<file path="src/rtl/spi_txn_arbiter.sv">
// spi_txn_arbiter: shares one 8-bit SPI master among NUM_REQ requesters.
// A round-robin grant latches the winner's byte, direction and divider.
// The arbiter then runs the master's start/done handshake and returns
// either the received byte or a timeout error to the owning requester.

module spi_txn_arbiter #(
  parameter int NUM_REQ = 4,
  parameter int TIMEOUT = 1023,
  parameter int TW      = 16
) (
  input  logic                   clock,
  input  logic                   reset,
  input  logic [NUM_REQ-1:0]     req,
  input  logic [NUM_REQ-1:0]     req_we,
  input  logic [8*NUM_REQ-1:0]   req_data,
  input  logic [2*NUM_REQ-1:0]   req_div,
  output logic [NUM_REQ-1:0]     gnt,
  output logic [NUM_REQ-1:0]     rsp_valid,
  output logic                   rsp_err,
  output logic [7:0]             rsp_data,
  output logic                   busy,
  output logic                   m_start,
  output logic                   m_write_enable,
  output logic [7:0]             m_data_tx,
  output logic [1:0]             m_clock_div,
  input  logic                   m_done,
  input  logic [7:0]             m_data_rx
);

  localparam int IW = (NUM_REQ > 1) ? $clog2(NUM_REQ) : 1;

  typedef enum logic [2:0] {S_IDLE, S_START, S_BUSY, S_RESP, S_GAP} state_t;

  state_t            state;
  state_t            next_state;
  logic [IW-1:0]     rr_ptr;
  logic [IW-1:0]     owner;
  logic [IW-1:0]     pick_idx;
  logic              pick_valid;
  logic              err_q;
  logic [TW-1:0]     tmo_cnt;
  logic              tmo_hit;
  logic [NUM_REQ-1:0] owner_onehot;

  // The current cycle is the TIMEOUT-th one spent in START or BUSY.
  assign tmo_hit      = (tmo_cnt == TW'(TIMEOUT - 1));
  assign owner_onehot = NUM_REQ'(1) << owner;

  // Round-robin pick: the first set request after rr_ptr, wrapping around.
  always_comb begin
    logic [IW-1:0] cand;
    pick_valid = 1'b0;
    pick_idx   = '0;
    cand       = '0;
    for (int k = NUM_REQ; k >= 1; k--) begin
      cand = IW'((int'(rr_ptr) + k) % NUM_REQ);
      if (req[cand]) begin
        pick_valid = 1'b1;
        pick_idx   = cand;
      end
    end
  end

  // State register.
  always_ff @(posedge clock or posedge reset) begin
    if (reset) state <= S_IDLE;
    else       state <= next_state;
  end

  // Next-state logic; done takes precedence over a coincident timeout.
  always_comb begin
    next_state = state;
    case (state)
      S_IDLE:  if (pick_valid) next_state = S_START;
      S_START: begin
        if (!m_done)      next_state = S_BUSY;
        else if (tmo_hit) next_state = S_RESP;
      end
      S_BUSY:  if (m_done || tmo_hit) next_state = S_RESP;
      S_RESP:  next_state = S_GAP;
      S_GAP:   next_state = S_IDLE;
      default: next_state = S_IDLE;
    endcase
  end

  // Outputs decoded from the state; reset drops m_start immediately.
  always_comb begin
    m_start   = (state == S_START);
    busy      = (state == S_START) || (state == S_BUSY) || (state == S_RESP);
    rsp_valid = '0;
    rsp_err   = 1'b0;
    if (state == S_RESP) begin
      rsp_valid = owner_onehot;
      rsp_err   = err_q;
    end
  end

  // Timeout counter: cleared on entry to START and BUSY, saturating.
  always_ff @(posedge clock or posedge reset) begin
    if (reset) begin
      tmo_cnt <= '0;
    end else if ((state != next_state) &&
                 ((next_state == S_START) || (next_state == S_BUSY))) begin
      tmo_cnt <= '0;
    end else if (((state == S_START) || (state == S_BUSY)) && !tmo_hit) begin
      tmo_cnt <= tmo_cnt + TW'(1);
    end
  end

  // Grant, operand latching and response capture.
  always_ff @(posedge clock or posedge reset) begin
    if (reset) begin
      gnt            <= '0;
      owner          <= '0;
      rr_ptr         <= IW'(NUM_REQ - 1);
      m_data_tx      <= '0;
      m_write_enable <= 1'b0;
      m_clock_div    <= '0;
      rsp_data       <= '0;
      err_q          <= 1'b0;
    end else begin
      gnt <= '0;
      case (state)
        S_IDLE: begin
          if (pick_valid) begin
            gnt            <= NUM_REQ'(1) << pick_idx;
            owner          <= pick_idx;
            rr_ptr         <= pick_idx;
            m_data_tx      <= req_data[pick_idx*8 +: 8];
            m_write_enable <= req_we[pick_idx];
            m_clock_div    <= req_div[pick_idx*2 +: 2];
            rsp_data       <= '0;
            err_q          <= 1'b0;
          end
        end
        S_START: begin
          if (m_done && tmo_hit) begin
            err_q    <= 1'b1;
            rsp_data <= '0;
          end
        end
        S_BUSY: begin
          if (m_done) begin
            rsp_data <= m_write_enable ? m_data_rx : 8'h00;
            err_q    <= 1'b0;
          end else if (tmo_hit) begin
            err_q    <= 1'b1;
            rsp_data <= '0;
          end
        end
        default: ;
      endcase
    end
  end

endmodule

</file>
<file path="config.mk">
export PLATFORM = sky130hd
export DESIGN_NAME = spi_txn_arbiter
export DESIGN_NICKNAME = d
export VERILOG_FILES = /design/src/rtl/spi_txn_arbiter.sv
export SDC_FILE = /design/constraint.sdc
export NUM_CORES = 1
export LEC_CHECK = 0
export CAP_MARGIN = 25
export CORE_ASPECT_RATIO = 1.25
export CORE_MARGIN = 2
export CORE_UTILIZATION = 41
export CTS_CLUSTER_DIAMETER = 30
export DETAILED_ROUTE_END_ITERATION = 8
export PLACE_DENSITY = 0.77
export SLEW_MARGIN = 5
export SYNTH_ARGS = -nofsm -noshare
export SYNTH_HDL_FRONTEND = slang
export SYNTH_SLANG_ARGS = --single-unit
export TNS_END_PERCENT = 5
</file>
<file path="constraint.sdc">
create_clock -name clock -period 5.3 [get_ports clock]
set_input_delay 1.06 -clock clock [delete_from_list [all_inputs] [get_ports clock]]
set_output_delay 1.06 -clock clock [all_outputs]
set_load 0.05 [all_outputs]
</file>
Word level (Yosys, flattened, before mapping) --
Index checks and enable logic that the tools add are counted.
Cells by class: equality and inequality tests 10, reductions and logical operators 13, add/subtract/negate cells 5, shifts and indexed selects 4, multiplexer cells 40, order comparisons 5
Operator list (count):
- $mux W8 | 5
- $mux W16 | 2
- $shiftx A32 B6 Y8 | 1
- $pmux W8 S3 | 1
- $add A16 B1 Y16 const B | 1
- $eq A16 B10 Y1 const B | 1
- $lt A2 B3 Y1 const B | 5
- $mux W1 | 14
- $mux W3 | 4
- $mux W4 | 3
- $pmux W3 S4 | 1
- $bmux W1 S2 | 5
- $eq A3 B2 Y1 const B | 3
- $mux W2 | 4
- $shiftx A8 B4 Y2 | 1
- $shl A1 B2 Y4 const A | 2
- $eq A3 B1 Y1 const B | 2
- $add A2 B1 Y2 const B | 2
- $add A2 B2 Y2 const B | 2
- $logic_or A1 B1 Y1 | 4
- $reduce_and A4 Y1 | 1
- $logic_and A1 B1 Y1 | 3
- $logic_not A3 Y1 | 1
- $ne A3 B3 Y1 | 1
- 8 further kinds | 8
Storage, ports and cells: input bits 59, logic and storage cells 87, output and inout bits 30, flip-flop bits (word level) 47

Logic depth before layout (Yosys ltp) --
Gate-level depths: netlist of the first run.
word-level depth 13, mapped depth 8, mapped depth without buffers 7

Worst setup path before layout of the first run --
No wires, ideal clock.
kind flip-flop to output port, start point reg state[2], end point out rsp_valid[0], required time 4240 ps, path slack 2409 ps, cell stages (with the launch flop) 5, path buffers 1, arrival 1831 ps, path through dfrtp_1 -> clkbuf_1 -> inv_1 -> nand3_1 -> nor3_1
Between the ends: longest elaborated chain between the ends 2
Ends and longest elaborated chain:
- from (decl) | line 34 | state_t state;
- from (signal assigned) | line 67 | else state <= next_state;
- $eq A3 B2 Y1 | line 92 | if (state == S_RESP) begin
- $mux W4 | line 92
- to (decl) | line 18 | output logic [NUM_REQ-1:0] rsp_valid,
No other way between the ends.

Worst setup path in the final report of the first run --
start point in req[1], end point reg m_clock_div[1]
Between the ends: longest elaborated chain between the ends 7, elaborated cells between the ends (all ways) 18
Ends and longest elaborated chain:
- from (decl) | line 13 | input logic [NUM_REQ-1:0] req,
- $bmux W1 S2 | line 57 | if (req[cand]) begin
- $mux W1 (implied by the code) | line 57
- $mux W2 or $mux W1 (tied branches) (4 in a row) | line 57
- $shiftx A8 B4 Y2 or $reduce_and A2 Y1 (tied branches)
- to (signal assigned) | line 131 | m_clock_div <= req_div[pick_idx*2 +: 2];
- to (decl) | line 25 | output logic [1:0] m_clock_div,
Parallel ways exist; a longest one is shown, timed or not. The select of a mux whose other input is x is not followed. A chain may end at the register's enable or synchronous reset.

==> results.sh, run 1 <==
export IMPL_dieArea_mm2=0.00689
export IMPL_dr_first_iter_drc_count=121
export IMPL_syn_to_final_growth_pct=41.8
export IMPL_clk_insertion_delay_late_ps=310
export IMPL_grt_pass1_wl_mm=10.2
export IMPL_yosys_most_used_dff="dfrtp_1"
export IMPL_num_rows=32
export IMPL_route_detailed_drc=0
export IMPL_gr_usage_all_layers_pct=18.9
export IMPL_max_cap_violations=0
export IMPL_nNetsFinal=418
export IMPL_critical_path_arrival_ps=3650
export IMPL_htree_levels=2
export IMPL_final_cell_mix="clkdlybuf4s50_1, dfrtp_1, nor2_1"
export IMPL_die_w_um=74.6
export IMPL_syn_cell_area_mm2=0.00256
export IMPL_syn_avg_cell_area_um2=9.33
export IMPL_grt_pass1_vias=2302
export IMPL_ant_nets=0
export IMPL_ctsHoldBuffers=0
export IMPL_antenna_found_initial=0
export IMPL_rsz0062_at_grt="no"
export IMPL_cts_root_buf="clkbuf_8"
export IMPL_cts_buffers=5
export IMPL_slew_headroom_pct=37.2
export IMPL_start_util_pct=42.0
export IMPL_hold_viol_final=0
export IMPL_crit_fanout=13
export IMPL_vdd_drop_max_v=0.000288
export IMPL_fin_total_pwr_w=0.00182
export IMPL_cp_start_kind="input port"
export IMPL_worst_r2r_cell_count=5
export IMPL_synthDistinctLibCells=46
export IMPL_place_gp_congestion=0.819
export IMPL_cts_reportedPaths_clkPinSlew_ps=90
export IMPL_power_leakage_nw=1.51
export IMPL_min_period_ps=3440
export IMPL_cts_resized_gates=0
export IMPL_finClkSkew_ps=8.52
export IMPL_ios=89
export IMPL_crit_type="in2reg"
export IMPL_ys_seq_elements=47
export IMPL_setup_ws_ps=1860
export IMPL_final_common_cell="clkdlybuf4s50_1"
export IMPL_max_freq_mhz=291
export IMPL_async_flop_share_pct=100
export IMPL_yosysWarnings=0
export IMPL_dpl_hpwl_mm=4.70
export IMPL_worst_pin_slew_ps=934
export IMPL_finalSetupTns_ps=0
export IMPL_coreArea_mm2=0.00609
export IMPL_yosysSeqAreaShare_pct=46.1
export IMPL_wl_per_cell_um=13.9
export IMPL_io_buffers=88
export IMPL_clock_path_buffers=2
export IMPL_drive_gt1_share_pct=5.31
export IMPL_synth_edf_count=0
export IMPL_cts_sinks=47
export IMPL_dr_pass1_iters=4
export IMPL_setup_violations=0
export IMPL_synthCells=274
export IMPL_pre_cts_ws_ps=1570
export IMPL_cp_end_kind="flip-flop"
export IMPL_fin_crit_sh_pct=64.9
export IMPL_fp_dieH_um=92.3
export IMPL_diodes=0
export IMPL_cts_setup_buffers=0
export IMPL_crit_required_ps=5520
export IMPL_detail_route_vias_per_cell=5.24
export IMPL_vias=2323
export IMPL_cts_tree="yes"
export IMPL_grt_max_degree=48
export IMPL_synth_net_count=335
export IMPL_grt_overflow=0
export IMPL_slew_viol_final=0
export IMPL_status="completed"
export IMPL_hold_depth=1
export IMPL_routed_wl_mm=6.16
export IMPL_hold_path_class="reg2reg"
export IMPL_p_per_area_mw_per_mm2=501
synth_stat cells (2+ instances only):
| cell | instances | share of area (%) |
|---|---|---|
| nor4_1 | 4 | 0.98 |
| or4_1 | 2 | 0.59 |
| or3_1 | 3 | 0.73 |
| nor2b_1 | 2 | 0.49 |
| and3_1 | 6 | 1.5 |
| inv_1 | 20 | 2.9 |
| nor3b_1 | 2 | 0.59 |
| nor2_1 | 36 | 5.3 |
| dfstp_2 | 2 | 2.1 |
| xor2_1 | 4 | 1.4 |
| nand2_1 | 11 | 1.6 |
| nor3_1 | 6 | 1.2 |
| nand2b_1 | 4 | 0.98 |
| dfrtp_1 | 45 | 44 |
| a311oi_1 | 2 | 0.69 |
| clkbuf_1 | 10 | 1.5 |
| a31oi_1 | 11 | 2.7 |
| nand4_1 | 5 | 1.2 |
| and4_1 | 3 | 1.0 |
| a211oi_1 | 24 | 7.0 |
| a21oi_1 | 10 | 2.0 |
| o21ai_1 | 2 | 0.39 |
| ha_1 | 2 | 0.98 |
| and2_1 | 2 | 0.49 |
| mux2i_1 | 11 | 4.3 |
| a22o_1 | 8 | 2.7 |
| xnor2_1 | 6 | 2.1 |
| o21ai_0 | 7 | 1.4 |
| buf_2 | 2 | 0.39 |
| nand3_1 | 6 | 1.2 |
metal layers:
layer	share of wire (%)	wire length [um]	vias up	track usage [%]
met5	0	0	-	0
met4	1.2	74	0	4.91
met3	7.1	436	8	5.05
met2	50	3080	88	32.7
met1	42	2570	1072	22.6
li1	-	-	1155	-
worst max-delay path, stage by stage:
cell	delay [ps]
clkdlybuf4s50_1	490
nor2b_1	170
o21ai_1	620
nand3_1	750
mux2i_1	280
a211oi_1	270
final timing paths:
check | from | to | slack (ps)
min in group asynchronous | reset | state[2]$_DFF_PP0_ | 1120
max in group asynchronous | reset | rr_ptr[0]$_DFFE_PP1P_ | 3610
max | req[1] | m_clock_div[1]$_DFFE_PP0P_ | 1860
max reg2reg | state[2]$_DFF_PP0_ | m_data_tx[6]$_DFFE_PP0P_ | 2650
min | rsp_data[1]$_DFFE_PP0P_ | rsp_data[1]$_DFFE_PP0P_ | 500
min reg2reg | rsp_data[1]$_DFFE_PP0P_ | rsp_data[1]$_DFFE_PP0P_ | 500
report_power, final:
group          leakage [nW]  total (W)  internal [W]  switching, W
Clock                0.0505   0.000240      0.000119      0.000121
Sequential            0.603   0.000558      0.000470     0.0000875
Combinational         0.855    0.00102      0.000363      0.000656
final cells by class:
type	count	area [um^2]
inverter	20	75.1
clock buffer	7	96.3
sequential	47	1180
clock inverter	1	7.51
fill	540	2460
timing repair buffer	91	923
tap	85	106
multi-input combinational	192	1240
sequential cells by signal, indices dropped and copies added (netlist names):
register,flops
m_clock_div,2
rsp_data,8
owner,2
m_write_enable,1
gnt,4
err_q,1
state,3
rr_ptr,2
tmo_cnt,16
m_data_tx,8
logic make-up after synthesis:
group	count (synthesis)	share of synthesized area, %
buffers and inverters	35	5.73
multiplexers	11	4.31
XOR/XNOR	11	4.06
adder cells (fa/ha/maj)	2	0.979
AO/OA/AOI/OAI	71	19.2
AND/OR/NAND/NOR	97	19.6
flip-flops	47	46.1
stage by stage:
step / cell area [um^2] / hold WS, ps / util [%] / cells
floorplan: 2560 / 481 / - / 274
global placement: 3490 / 484 / 57.4 / 434
detailed placement: 3490 / 485 / 57.4 / 434
CTS: 3600 / 507 / 59.1 / 442
global route: 3620 / 518 / 59.5 / 443
finish: 3620 / 501 / 59.5 / 443
Power figures use the tool's default switching activity.
==> run 2, diff against run 1 <==
- PLACE_DENSITY: 0.77 -> 0.8
- clock period: 5.3 -> 2.9 ns (I/O delays scaled with it)
==> results.sh, run 2 (synthesis gave the netlist of run 1 again) <==
export IMPL_htree_levels=2
export IMPL_dr_first_iter_drc_count=168
export IMPL_critical_path_arrival_ps=2180
export IMPL_largest_reg_flops=16
export IMPL_dr_pass1_iters=4
export IMPL_setup_violations=0
export IMPL_hold_viol_final=0
export IMPL_finClkSkew_ps=8.11
export IMPL_slew_headroom_pct=59.3
export IMPL_p_int_w=0.00187
export IMPL_clock_path_buffers=2
export IMPL_dieArea_mm2=0.00689
export IMPL_p_per_area_mw_per_mm2=928
export IMPL_min_period_ps=2760
export IMPL_ant_nets=0
export IMPL_place_gp_congestion=0.897
export IMPL_vias=2448
export IMPL_clk_insertion_delay_late_ps=290
export IMPL_num_rows=32
export IMPL_cts_sinks=47
export IMPL_hold_path_class="reg2reg"
export IMPL_fin_crit_sh_pct=95.1
export IMPL_dp_cells=447
export IMPL_switching_share_pct=45.8
export IMPL_antenna_found_initial=0
export IMPL_crit_fanout=13
export IMPL_dpl_hpwl_mm=4.87
export IMPL_final_cell_mix="clkdlybuf4s50_1, dfrtp_1, nor2_1"
export IMPL_grt_max_degree=20
export IMPL_final_common_cell="clkdlybuf4s50_1"
export IMPL_io_buffers=88
export IMPL_finalSetupTns_ps=0
export IMPL_crit_type="reg2out"
export IMPL_final_cells=455
export IMPL_routed_wl_mm=6.13
export IMPL_max_freq_mhz=363
export IMPL_cts_tree="yes"
export IMPL_cp_end_kind="primary output"
export IMPL_seqCellArea_mm2=0.00118
export IMPL_seqPwrFrac_pct=29.6
export IMPL_fillCellCount=550
export IMPL_cts_buffers=5
export IMPL_power_leakage_nw=1.57
export IMPL_gr_usage_all_layers_pct=19.6
export IMPL_reg_largest_list="tmo_cnt: 16 flops, m_data_tx: 8 flops, rsp_data: 8 flops"
export IMPL_worst_pin_slew_ps=606
export IMPL_crit_required_ps=2320
export IMPL_detail_route_vias_per_cell=5.38
export IMPL_coreArea_mm2=0.00609
export IMPL_grt_pass1_wl_mm=10.6
export IMPL_cts_setup_buffers=0
export IMPL_cts_root_buf="clkbuf_8"
export IMPL_status="completed"
export IMPL_p_comb_share_pct=56.1
export IMPL_largest_register="tmo_cnt"
export IMPL_drive_gt1_share_pct=8.38
export IMPL_vdd_drop_max_v=0.000542
export IMPL_clock_power_share_pct=14.2
export IMPL_cp_start_kind="flip-flop"
export IMPL_syn_to_final_growth_pct=45.0
export IMPL_fp_dieH_um=92.3
export IMPL_post_route_util_pct=60.9
export IMPL_route_detailed_drc=0
export IMPL_ctsHoldBuffers=0
export IMPL_cts_resized_gates=0
export IMPL_diodes=0
export IMPL_wl_per_cell_um=13.5
export IMPL_ios=89
export IMPL_cts_reportedPaths_clkPinSlew_ps=90
export IMPL_nNetsFinal=430
export IMPL_grt_pass1_vias=2461
export IMPL_rsz0062_at_grt="no"
export IMPL_max_cap_violations=0
export IMPL_start_util_pct=42.0
export IMPL_die_w_um=74.6
export IMPL_multi_input_area_mm2=0.00124
export IMPL_grt_overflow=0
export IMPL_switchingPower_w=0.00157
export IMPL_slew_viol_final=0
[run 2: path summary, 6_finish.rpt]
path	from	endpoint	slack, ps	depth (start not counted)
max in group asynchronous	reset	rr_ptr[0]$_DFFE_PP1P_	1710	3
min in group asynchronous	reset	rsp_data[6]$_DFFE_PP0P_	580	2
setup / recovery	state[2]$_DFF_PP0_	rsp_valid[1]	140	5
hold / removal	rsp_data[1]$_DFFE_PP0P_	rsp_data[1]$_DFFE_PP0P_	510	1
hold reg to reg	rsp_data[1]$_DFFE_PP0P_	rsp_data[1]$_DFFE_PP0P_	510	1
setup reg to reg	tmo_cnt[0]$_DFFE_PP0P_	rsp_data[4]$_DFFE_PP0P_	680	7
[run 2: cell type report]
type	instances	area share, %
inverters	20	2.02
clock buffers	6	2.23
multi-input cells	192	33.3
well taps	85	2.87
repair buffers	103	26.8
clock inverters	2	0.945
flip-flops and latches	47	31.8
[run 2: per-stage QoR]
step	area [um^2]	total power [W]	setup WS (ps)	hold WS (ps)
final	3710	0.00344	143	505
after global routing	3710	0.00368	3.93	526
after CTS	3710	0.00347	139	511
after detailed placement	3590	0.00297	357	488
after global placement	3590	0.00294	374	489
after floorplan	2560	0.00232	489	481
[run 2: layer usage]
layer  routed length [um]  GRT usage, %
met5                    0             0
met4                  111          6.99
met3                  422          4.62
met2                 3210          33.2
met1                 2390          23.7
[run 2: power by group through the flow]
| stage | clock (W) | combinational (W) | sequential, W |
|---|---|---|---|
| 5_1_grt | 0.000539 | 0.00209 | 0.00105 |
| 6_report | 0.000490 | 0.00193 | 0.00102 |
| 4_1_cts | 0.000506 | 0.00194 | 0.00102 |
| 3_3_place_gp | 0 | 0.00192 | 0.00102 |
| 2_1_floorplan | 0 | 0.000929 | 0.00139 |
| 3_5_place_dp | 0 | 0.00194 | 0.00103 |
[run 2: critical path, cell delays in order (launching register included)]
cell,delay (ps)
dfrtp_1,530
inv_1,100
nand3_1,150
inv_1,140
and3_1,170
clkdlybuf4s50_1,800
